File: config.mk
export PLATFORM = sky130hd
export DESIGN_NAME = lcd_8080_driver
export DESIGN_NICKNAME = d
export VERILOG_FILES = /design/src/rtl/lcd_pkg.sv /design/src/rtl/lcd_init_rom.sv /design/src/rtl/lcd_8080_driver.sv
export SDC_FILE = /design/constraint.sdc
export NUM_CORES = 1
export LEC_CHECK = 0
export ABC_CLOCK_PERIOD_IN_PS = 5650
export CAP_MARGIN = 20
export CORE_MARGIN = 3
export CORE_UTILIZATION = 55
export CTS_BUF_LIST = sky130_fd_sc_hd__clkbuf_2 sky130_fd_sc_hd__clkbuf_4 sky130_fd_sc_hd__clkbuf_8
export DETAILED_ROUTE_END_ITERATION = 12
export GPL_ROUTABILITY_DRIVEN = 1
export PLACE_DENSITY = 0.76
export SLEW_MARGIN = 20
export SYNTH_ARGS = -nofsm -noshare
export SYNTH_HDL_FRONTEND = slang
export SYNTH_SLANG_ARGS = --single-unit
File: constraint.sdc
create_clock -name clk -period 5.65 [get_ports clk]
set_clock_uncertainty 0.2 [all_clocks]
set_input_delay 0.8475 -clock clk [delete_from_list [all_inputs] [get_ports clk]]
set_output_delay 0.8475 -clock clk [all_outputs]
set_load 0.05 [all_outputs]
File: src/rtl/lcd_pkg.sv
// Shared definitions for the 8080-bus LCD driver.
// FSM state and byte-phase codes, ILI9341 opcodes, init-ROM wait selector
// and the ROM entry layout.
package lcd_pkg;

    localparam int unsigned CNT_W  = 21;
    localparam int unsigned ROM_AW = 3;
    localparam int unsigned IDX_W  = 4;

    localparam logic [2:0] ST_RST_LOW  = 3'd0;
    localparam logic [2:0] ST_RST_WAIT = 3'd1;
    localparam logic [2:0] ST_INIT     = 3'd2;
    localparam logic [2:0] ST_IDLE     = 3'd3;
    localparam logic [2:0] ST_CURSOR   = 3'd4;
    localparam logic [2:0] ST_PIX_HI   = 3'd5;
    localparam logic [2:0] ST_PIX_LO   = 3'd6;

    // Byte phases: A drives WRX low with data, B raises WRX, WAIT holds off.
    localparam logic [1:0] PH_A    = 2'd0;
    localparam logic [1:0] PH_B    = 2'd1;
    localparam logic [1:0] PH_WAIT = 2'd2;

    localparam logic [7:0] CMD_SWRESET = 8'h01;
    localparam logic [7:0] CMD_SLPOUT  = 8'h11;
    localparam logic [7:0] CMD_COLMOD  = 8'h3A;
    localparam logic [7:0] CMD_MADCTL  = 8'h36;
    localparam logic [7:0] CMD_DISPON  = 8'h29;
    localparam logic [7:0] CMD_CASET   = 8'h2A;
    localparam logic [7:0] CMD_PASET   = 8'h2B;
    localparam logic [7:0] CMD_RAMWR   = 8'h2C;

    localparam logic [7:0] COLMOD_RGB565     = 8'h55;
    localparam logic [7:0] MADCTL_LANDSCAPE  = 8'h28;

    typedef enum logic [1:0] {
        WAIT_NONE  = 2'd0,
        WAIT_SHORT = 2'd1,
        WAIT_LONG  = 2'd2
    } wait_sel_e;

    typedef struct packed {
        logic      is_cmd;
        logic [7:0] data;
        wait_sel_e wait_sel;
        logic      last;
    } rom_entry_t;

endpackage

File: src/rtl/lcd_init_rom.sv
// Panel init sequence ROM: index -> {is_cmd, byte, wait_sel, last}.
// Ports: i_idx (entry index), o_entry (entry; index 7 is the end marker).
module lcd_init_rom
    import lcd_pkg::*;
(
    input  logic [ROM_AW-1:0] i_idx,
    output rom_entry_t        o_entry
);

    always_comb begin
        o_entry = '{1'b0, 8'h00, WAIT_NONE, 1'b1};
        case (i_idx)
            3'd0:    o_entry = '{1'b1, CMD_SWRESET,      WAIT_SHORT, 1'b0};
            3'd1:    o_entry = '{1'b1, CMD_SLPOUT,       WAIT_LONG,  1'b0};
            3'd2:    o_entry = '{1'b1, CMD_COLMOD,       WAIT_NONE,  1'b0};
            3'd3:    o_entry = '{1'b0, COLMOD_RGB565,    WAIT_NONE,  1'b0};
            3'd4:    o_entry = '{1'b1, CMD_MADCTL,       WAIT_NONE,  1'b0};
            3'd5:    o_entry = '{1'b0, MADCTL_LANDSCAPE, WAIT_NONE,  1'b0};
            3'd6:    o_entry = '{1'b1, CMD_DISPON,       WAIT_NONE,  1'b0};
            default: o_entry = '{1'b0, 8'h00,            WAIT_NONE,  1'b1};
        endcase
    end

endmodule

File: src/rtl/lcd_8080_driver.sv
// RGB565 pixel stream to ILI9341-class 8080 8-bit bus, with panel power-up.
// Inputs : clk, reset (sync, active high), pix_data[15:0], pix_clk,
//          reset_cursor.
// Outputs: busy, nreset, cmd_data (1=data), write_edge (WRX), dout[7:0].
// Define LCD_FAST_SIM_EN to shrink the reset-low, short and long waits to
// 16 cycles each; byte sequences are unchanged.
module lcd_8080_driver
    import lcd_pkg::*;
#(
    parameter int unsigned WIDTH             = 320,
    parameter int unsigned HEIGHT            = 240,
    parameter int unsigned RST_LOW_CYCLES    = 160,
    parameter int unsigned LONG_WAIT_CYCLES  = 1_920_000,
    parameter int unsigned SHORT_WAIT_CYCLES = 80_000
) (
    input  logic        clk,
    input  logic        reset,
    input  logic [15:0] pix_data,
    input  logic        pix_clk,
    input  logic        reset_cursor,
    output logic        busy,
    output logic        nreset,
    output logic        cmd_data,
    output logic        write_edge,
    output logic [7:0]  dout
);

`ifdef LCD_FAST_SIM_EN
    localparam logic [CNT_W-1:0] RST_LOW_N = CNT_W'(16);
    localparam logic [CNT_W-1:0] LONG_N    = CNT_W'(16);
    localparam logic [CNT_W-1:0] SHORT_N   = CNT_W'(16);
`else
    localparam logic [CNT_W-1:0] RST_LOW_N = CNT_W'(RST_LOW_CYCLES);
    localparam logic [CNT_W-1:0] LONG_N    = CNT_W'(LONG_WAIT_CYCLES);
    localparam logic [CNT_W-1:0] SHORT_N   = CNT_W'(SHORT_WAIT_CYCLES);
`endif

    localparam logic [15:0]      COL_END     = 16'(WIDTH - 1);
    localparam logic [15:0]      ROW_END     = 16'(HEIGHT - 1);
    localparam logic [IDX_W-1:0] CURSOR_LAST = IDX_W'(10);

    // Address-window sequence: returns {is_cmd, byte}.
    function automatic logic [8:0] cursor_byte(input logic [IDX_W-1:0] idx);
        case (idx)
            4'd0:       cursor_byte = {1'b1, CMD_CASET};
            4'd1, 4'd2: cursor_byte = {1'b0, 8'h00};
            4'd3:       cursor_byte = {1'b0, COL_END[15:8]};
            4'd4:       cursor_byte = {1'b0, COL_END[7:0]};
            4'd5:       cursor_byte = {1'b1, CMD_PASET};
            4'd6, 4'd7: cursor_byte = {1'b0, 8'h00};
            4'd8:       cursor_byte = {1'b0, ROW_END[15:8]};
            4'd9:       cursor_byte = {1'b0, ROW_END[7:0]};
            default:    cursor_byte = {1'b1, CMD_RAMWR};
        endcase
    endfunction

    logic [2:0]       r_state,      w_state;
    logic [1:0]       r_phase,      w_phase;
    logic [IDX_W-1:0] r_idx,        w_idx;
    logic [CNT_W-1:0] r_wait_cnt,   w_wait_cnt;
    logic [15:0]      r_pix,        w_pix;
    logic             r_pix_pend,   w_pix_pend;
    logic             r_busy,       w_busy;
    logic             r_nreset,     w_nreset;
    logic             r_cmd_data,   w_cmd_data;
    logic             r_write_edge, w_write_edge;
    logic [7:0]       r_dout,       w_dout;

    logic [ROM_AW-1:0] w_rom_nxt_idx;
    rom_entry_t        w_rom_cur;
    rom_entry_t        w_rom_nxt;
    logic [8:0]        w_cur_first;
    logic [8:0]        w_cur_nxt;
    logic [CNT_W-1:0]  w_wait_len;
    logic              w_wait_done;
    logic              w_init_adv;
    logic              w_cursor_go;
    logic              w_unused_ok;

    // Current entry and its successor, so the next byte can be loaded on phase B.
    assign w_rom_nxt_idx = r_idx[ROM_AW-1:0] + ROM_AW'(1);

    lcd_init_rom u_rom_cur (.i_idx(r_idx[ROM_AW-1:0]), .o_entry(w_rom_cur));
    lcd_init_rom u_rom_nxt (.i_idx(w_rom_nxt_idx),     .o_entry(w_rom_nxt));

    assign w_cur_first = cursor_byte(IDX_W'(0));
    assign w_cur_nxt   = cursor_byte(r_idx + IDX_W'(1));
    assign w_unused_ok = ^{w_rom_cur.last, w_rom_nxt.wait_sel};

    // Wait length for whichever state is counting.
    always_comb begin
        case (r_state)
            ST_RST_LOW:  w_wait_len = RST_LOW_N;
            ST_RST_WAIT: w_wait_len = LONG_N;
            default:     w_wait_len = (w_rom_cur.wait_sel == WAIT_LONG) ? LONG_N : SHORT_N;
        endcase
    end

    assign w_wait_done = (r_wait_cnt == w_wait_len - CNT_W'(1));

    // Next-state and next-output logic; outputs are loaded one cycle ahead.
    always_comb begin
        w_state      = r_state;
        w_phase      = r_phase;
        w_idx        = r_idx;
        w_wait_cnt   = r_wait_cnt;
        w_pix        = r_pix;
        w_pix_pend   = r_pix_pend;
        w_nreset     = r_nreset;
        w_cmd_data   = r_cmd_data;
        w_write_edge = r_write_edge;
        w_dout       = r_dout;
        w_init_adv   = 1'b0;
        w_cursor_go  = 1'b0;

        case (r_state)
            ST_RST_LOW: begin
                if (w_wait_done) begin
                    w_wait_cnt = '0;
                    w_nreset   = 1'b1;
                    w_state    = ST_RST_WAIT;
                end else begin
                    w_wait_cnt = r_wait_cnt + CNT_W'(1);
                end
            end
            ST_RST_WAIT: begin
                if (w_wait_done) begin
                    w_wait_cnt   = '0;
                    w_state      = ST_INIT;
                    w_idx        = '0;
                    w_phase      = PH_A;
                    w_write_edge = 1'b0;
                    w_cmd_data   = ~w_rom_cur.is_cmd;
                    w_dout       = w_rom_cur.data;
                end else begin
                    w_wait_cnt = r_wait_cnt + CNT_W'(1);
                end
            end
            ST_INIT: begin
                case (r_phase)
                    PH_A: begin
                        w_phase      = PH_B;
                        w_write_edge = 1'b1;
                    end
                    PH_B: begin
                        if (w_rom_cur.wait_sel != WAIT_NONE) w_phase = PH_WAIT;
                        else                                  w_init_adv = 1'b1;
                    end
                    default: begin
                        if (w_wait_done) begin
                            w_wait_cnt = '0;
                            w_init_adv = 1'b1;
                        end else begin
                            w_wait_cnt = r_wait_cnt + CNT_W'(1);
                        end
                    end
                endcase
            end
            ST_IDLE: begin
                // Cursor wins a tie; the pixel is parked and sent after it.
                if (reset_cursor) begin
                    w_cursor_go = 1'b1;
                    w_pix_pend  = pix_clk;
                    if (pix_clk) w_pix = pix_data;
                end else if (pix_clk) begin
                    w_pix        = pix_data;
                    w_state      = ST_PIX_HI;
                    w_phase      = PH_A;
                    w_write_edge = 1'b0;
                    w_cmd_data   = 1'b1;
                    w_dout       = pix_data[15:8];
                end
            end
            ST_CURSOR: begin
                if (r_phase == PH_A) begin
                    w_phase      = PH_B;
                    w_write_edge = 1'b1;
                end else if (r_idx == CURSOR_LAST) begin
                    w_phase = PH_A;
                    if (r_pix_pend) begin
                        w_pix_pend   = 1'b0;
                        w_state      = ST_PIX_HI;
                        w_write_edge = 1'b0;
                        w_cmd_data   = 1'b1;
                        w_dout       = r_pix[15:8];
                    end else begin
                        w_state = ST_IDLE;
                    end
                end else begin
                    w_idx        = r_idx + IDX_W'(1);
                    w_phase      = PH_A;
                    w_write_edge = 1'b0;
                    w_cmd_data   = ~w_cur_nxt[8];
                    w_dout       = w_cur_nxt[7:0];
                end
            end
            ST_PIX_HI: begin
                if (r_phase == PH_A) begin
                    w_phase      = PH_B;
                    w_write_edge = 1'b1;
                end else begin
                    w_state      = ST_PIX_LO;
                    w_phase      = PH_A;
                    w_write_edge = 1'b0;
                    w_dout       = r_pix[7:0];
                end
            end
            ST_PIX_LO: begin
                if (r_phase == PH_A) begin
                    w_phase      = PH_B;
                    w_write_edge = 1'b1;
                end else begin
                    w_state = ST_IDLE;
                    w_phase = PH_A;
                end
            end
            default: w_state = ST_RST_LOW;
        endcase

        // Step to the next init entry, or hand over to the cursor sequence.
        if (w_init_adv) begin
            w_phase      = PH_A;
            w_write_edge = 1'b0;
            if (w_rom_nxt.last) begin
                w_cursor_go = 1'b1;
            end else begin
                w_idx      = {1'b0, w_rom_nxt_idx};
                w_cmd_data = ~w_rom_nxt.is_cmd;
                w_dout     = w_rom_nxt.data;
            end
        end

        if (w_cursor_go) begin
            w_state      = ST_CURSOR;
            w_idx        = '0;
            w_phase      = PH_A;
            w_write_edge = 1'b0;
            w_cmd_data   = ~w_cur_first[8];
            w_dout       = w_cur_first[7:0];
        end

        w_busy = (w_state != ST_IDLE);
    end

    // State and output registers.
    always_ff @(posedge clk) begin
        if (reset) begin
            r_state      <= ST_RST_LOW;
            r_phase      <= PH_A;
            r_idx        <= '0;
            r_wait_cnt   <= '0;
            r_pix        <= '0;
            r_pix_pend   <= 1'b0;
            r_busy       <= 1'b1;
            r_nreset     <= 1'b0;
            r_cmd_data   <= 1'b0;
            r_write_edge <= 1'b1;
            r_dout       <= '0;
        end else begin
            r_state      <= w_state;
            r_phase      <= w_phase;
            r_idx        <= w_idx;
            r_wait_cnt   <= w_wait_cnt;
            r_pix        <= w_pix;
            r_pix_pend   <= w_pix_pend;
            r_busy       <= w_busy;
            r_nreset     <= w_nreset;
            r_cmd_data   <= w_cmd_data;
            r_write_edge <= w_write_edge;
            r_dout       <= w_dout;
        end
    end

    assign busy       = r_busy;
    assign nreset     = r_nreset;
    assign cmd_data   = r_cmd_data;
    assign write_edge = r_write_edge;
    assign dout       = r_dout;

endmodule

==> impl_metrics.py <==
metrics = {
    "yosys": {
        "synth_area_per_cell_um2": 7.49,
        "ys_seq_area_frac": 0.312,
        "synth_ff_type": "dfxtp_1",
        "synth_edf_count": 0,
        "async_flop_share": 0,
        "synth_fa_ha_area_frac": 0.0462,
        "synth_compound_gate_area_share": 0.289,
        "synth_area_um2": 3790,
        "ys_ff_latch": 59,
        "synth_top_area_cell": "dfxtp_1",
        "synthSimpleGateAreaFrac": 0.256,
        "synthMuxAreaShare": 0.0195,
        "synth_common_cells": "79 x nand2_1, 59 x dfxtp_1, 53 x nor2_1, 52 x a21oi_1, 26 x o21ai_0",
        "synthCells": 506,
        "synth_cell_type_count": 69,
        "yosysMostFrequentCell": "nand2_1",
        "synth_xor_area_frac": 0.0370,
        "synth_top_family_by_area": "compound AO/OA/AOI/OAI gates",
        "synth_nets": 540,
        "synth_top_area_share": 0.312,
        "synth.area.top_cells": "dfxtp_1 31%, nand2_1 7.8%, a21oi_1 6.9%, nor2_1 5.2%, ha_1 4.6%",
        "synth_warnings": 0,
    },
    "drt": {
        "post_drt_via_cell_ratio": 6.45,
        "drt_first_pass_iters": 6,
        "drt-initial-drc-count": 385,
        "ant_nets": 0,
        "drc": 0,
        "wl_mm": 11.2,
        "via_count": 3901,
        "routedWlPerCell_um": 18.4,
    },
    "global_route": {
        "grt_util_met2": 0.439,
        "antenna_found_initial": 0,
        "grt-ovfl-total": 0,
        "grt_max_degree": 28,
        "busiest_layer": "met2",
        "grtUsageMet3": 0.0977,
        "grt_pass1_vias": 3649,
        "grt_first_pass_wirelength_mm": 18.2,
        "grt_use_total": 0.299,
        "met1_usage": 0.417,
    },
    "power_and_ir_drop": {
        "power.density_nw_per_um2": 201,
        "power_uw": 867,
        "p_leak_uw": 0.00151,
        "ir_drop_v": 0.000153,
    },
    "timing": {
        "post-route-min-period_ns": 3.60,
        "maxSlewHeadroom": 0.267,
        "finalWorstSetupSlack_ns": 2.05,
        "setup_viol": 0,
        "tightest_slew_ns": 1.10,
        "hold_violations": 0,
        "tns_ns": 0,
        "rsz0062_at_grt": "no",
        "finalCritPeriodShare": 0.637,
        "slew_violations": 0,
        "fmax_ghz": 0.278,
    },
    "min_path": {
        "hold_end": "r_pix[15]$_SDFFE_PP0P_",
        "holdCritStartpoint": "r_pix[15]$_SDFFE_PP0P_",
        "whs_path_depth": 2,
        "min_path_type": "flip-flop to flip-flop",
    },
    "clock_tree": {
        "clk_path_buf_depth": 2,
        "htree_levels": 3,
        "cts.hold.buffers_added": 0,
        "cts-resized-gates": 0,
        "clkTransAtPathRegs_ns": 0.07,
        "clockRootBuffer": "clkbuf_8",
        "clk_latency_ns": 0.33,
        "postCtsSetupBuffers": 0,
        "cts_buffers": 9,
        "cts_tree": "built",
        "clock-sinks": 59,
    },
    "floorplanning": {
        "num_io_pins": 32,
        "design.core.area_um2": 6490,
        "die_w_um": 89.0,
        "dieArea_um2": 7920,
        "die_y_um": 89.0,
        "rows": 29,
        "start_util": 0.584,
    },
    "layout": {
        "layout-drive-gt1-share": 0.0644,
        "final_util": 0.665,
        "fillers": 572,
        "diodes": 0,
        "instances_no_fill": 605,
        "layout.nets": 558,
        "area_growth_pct": 13.9,
    },
    "critical_path": {
        "slowest_stage": "or4_4",
        "path_max_fanout": 10,
        "arrival_ns": 3.64,
        "end_kind": "flip-flop",
        "max_stage_delay_ns": 0.52,
        "crit_chain": "inv_1 -> ha_1 -> nor3b_1 -> or4_4 -> a2111oi_4 -> o211ai_1 -> o21ai_1 -> a221oi_1 -> a221oi_2",
        "start_kind": "flip-flop",
        "rr_worst_depth": 9,
        "timing.rr.end": "dout[1]$_SDFF_PP0_",
        "cp.required_ns": 5.69,
        "worstSetupPathType": "flip-flop to flip-flop",
        "reg2reg_slack_ns": 2.05,
        "crit-reg2reg-launch": "r_idx[1]$_SDFF_PP0_",
    },
    "status": {
        "status": "completed",
    },
    "placement": {
        "dp_slack_ns": 2.12,
        "hpwl_mm": 8.11,
        "port_buffers": 31,
        "dp.cells": 590,
        "gp_congestion": 0.992,
    },
    "run": {
        "cap_violations": 0,
    },
}
-- per-layer routing --
metal | share of wire | wire length [um]
met1 | 0.45 | 5020
met2 | 0.44 | 4860
met3 | 0.099 | 1110
met4 | 0.015 | 171
met5 | 0 | 0
-- sequential cells by signal, indices dropped and copies added (netlist names) --
register and flops:
write_edge 1, r_phase 2, r_wait_cnt 21, r_pix_pend 1
r_state 3, r_pix 16, nreset 1, busy 1
dout 8, cmd_data 1, r_idx 4
-- worst max path at each step --
stage	from	endpoint	slack (ns)	cells past startpoint
final	r_idx[1]$_SDFF_PP0_	dout[1]$_SDFF_PP0_	2.05	9
after global routing	r_idx[1]$_SDFF_PP0_	dout[1]$_SDFF_PP0_	1.83	9
after CTS	r_idx[1]$_SDFF_PP0_	dout[1]$_SDFF_PP0_	2.11	9
after detailed placement	r_idx[1]$_SDFF_PP0_	r_wait_cnt[5]$_SDFFE_PP0P_	2.12	8
after global placement	r_idx[1]$_SDFF_PP0_	dout[1]$_SDFF_PP0_	2.23	9
after floorplan	r_idx[1]$_SDFF_PP0_	dout[1]$_SDFF_PP0_	2.60	9
-- cell usage in the layout (no fill, tap or decap), drive strengths merged, types with 9 or more instances in the layout --
master         synthesis  routed
inv                   12      12
o21ai                 32      32
clkbuf                20      10
nand3                 16      16
dfxtp                 59      59
ha                    14      14
a21oi                 53      53
nor2                  53      53
clkdlybuf4s50          0      31
nand2                 79      79
xor2                   9       9
o211ai                11      11
-- where the power goes --
part	switching, uW	total (uW)	internal, uW	leakage [uW]
Sequential	2.03	420	418	0.000476
Clock	167	417	250	0.000110
Combinational	15.1	31.0	16.0	0.000920
Total	184	867	684	0.00151
-- cells by family after synthesis --
family | count (synthesis)
xor+xnor | 16
flops | 59
buf+inv | 39
simple gates | 207
mux | 7
fa+ha+maj | 14
compound gates | 164
-- layout make-up --
cell class	count	area [um^2]	share of cell area
clock inverters	5	78.8	0.0183
flip-flops and latches	59	1180	0.274
inverters	12	45.0	0.0104
repair buffers	34	333	0.0771
multi-input cells	408	2450	0.568
well taps	77	96.3	0.0223
clock buffers	10	131	0.0304
-- worst max-delay path, delay by kind of cell (launching register included) --
kind,cells,cell delay [ns]
fa+ha+maj,1,0.31
simple gates,2,0.72
compound gates,5,1.58
flops,1,0.49
buf+inv,1,0.20
-- stage by stage --
step / hold WS [ns] / instance area [um^2]
final: 0.255 / 4320
after global routing: 0.290 / 4320
after CTS: 0.254 / 4320
after detailed placement: 0.245 / 4110
after global placement: 0.238 / 4110
after floorplan: 0.231 / 3790
Power figures use the tool's default switching activity.
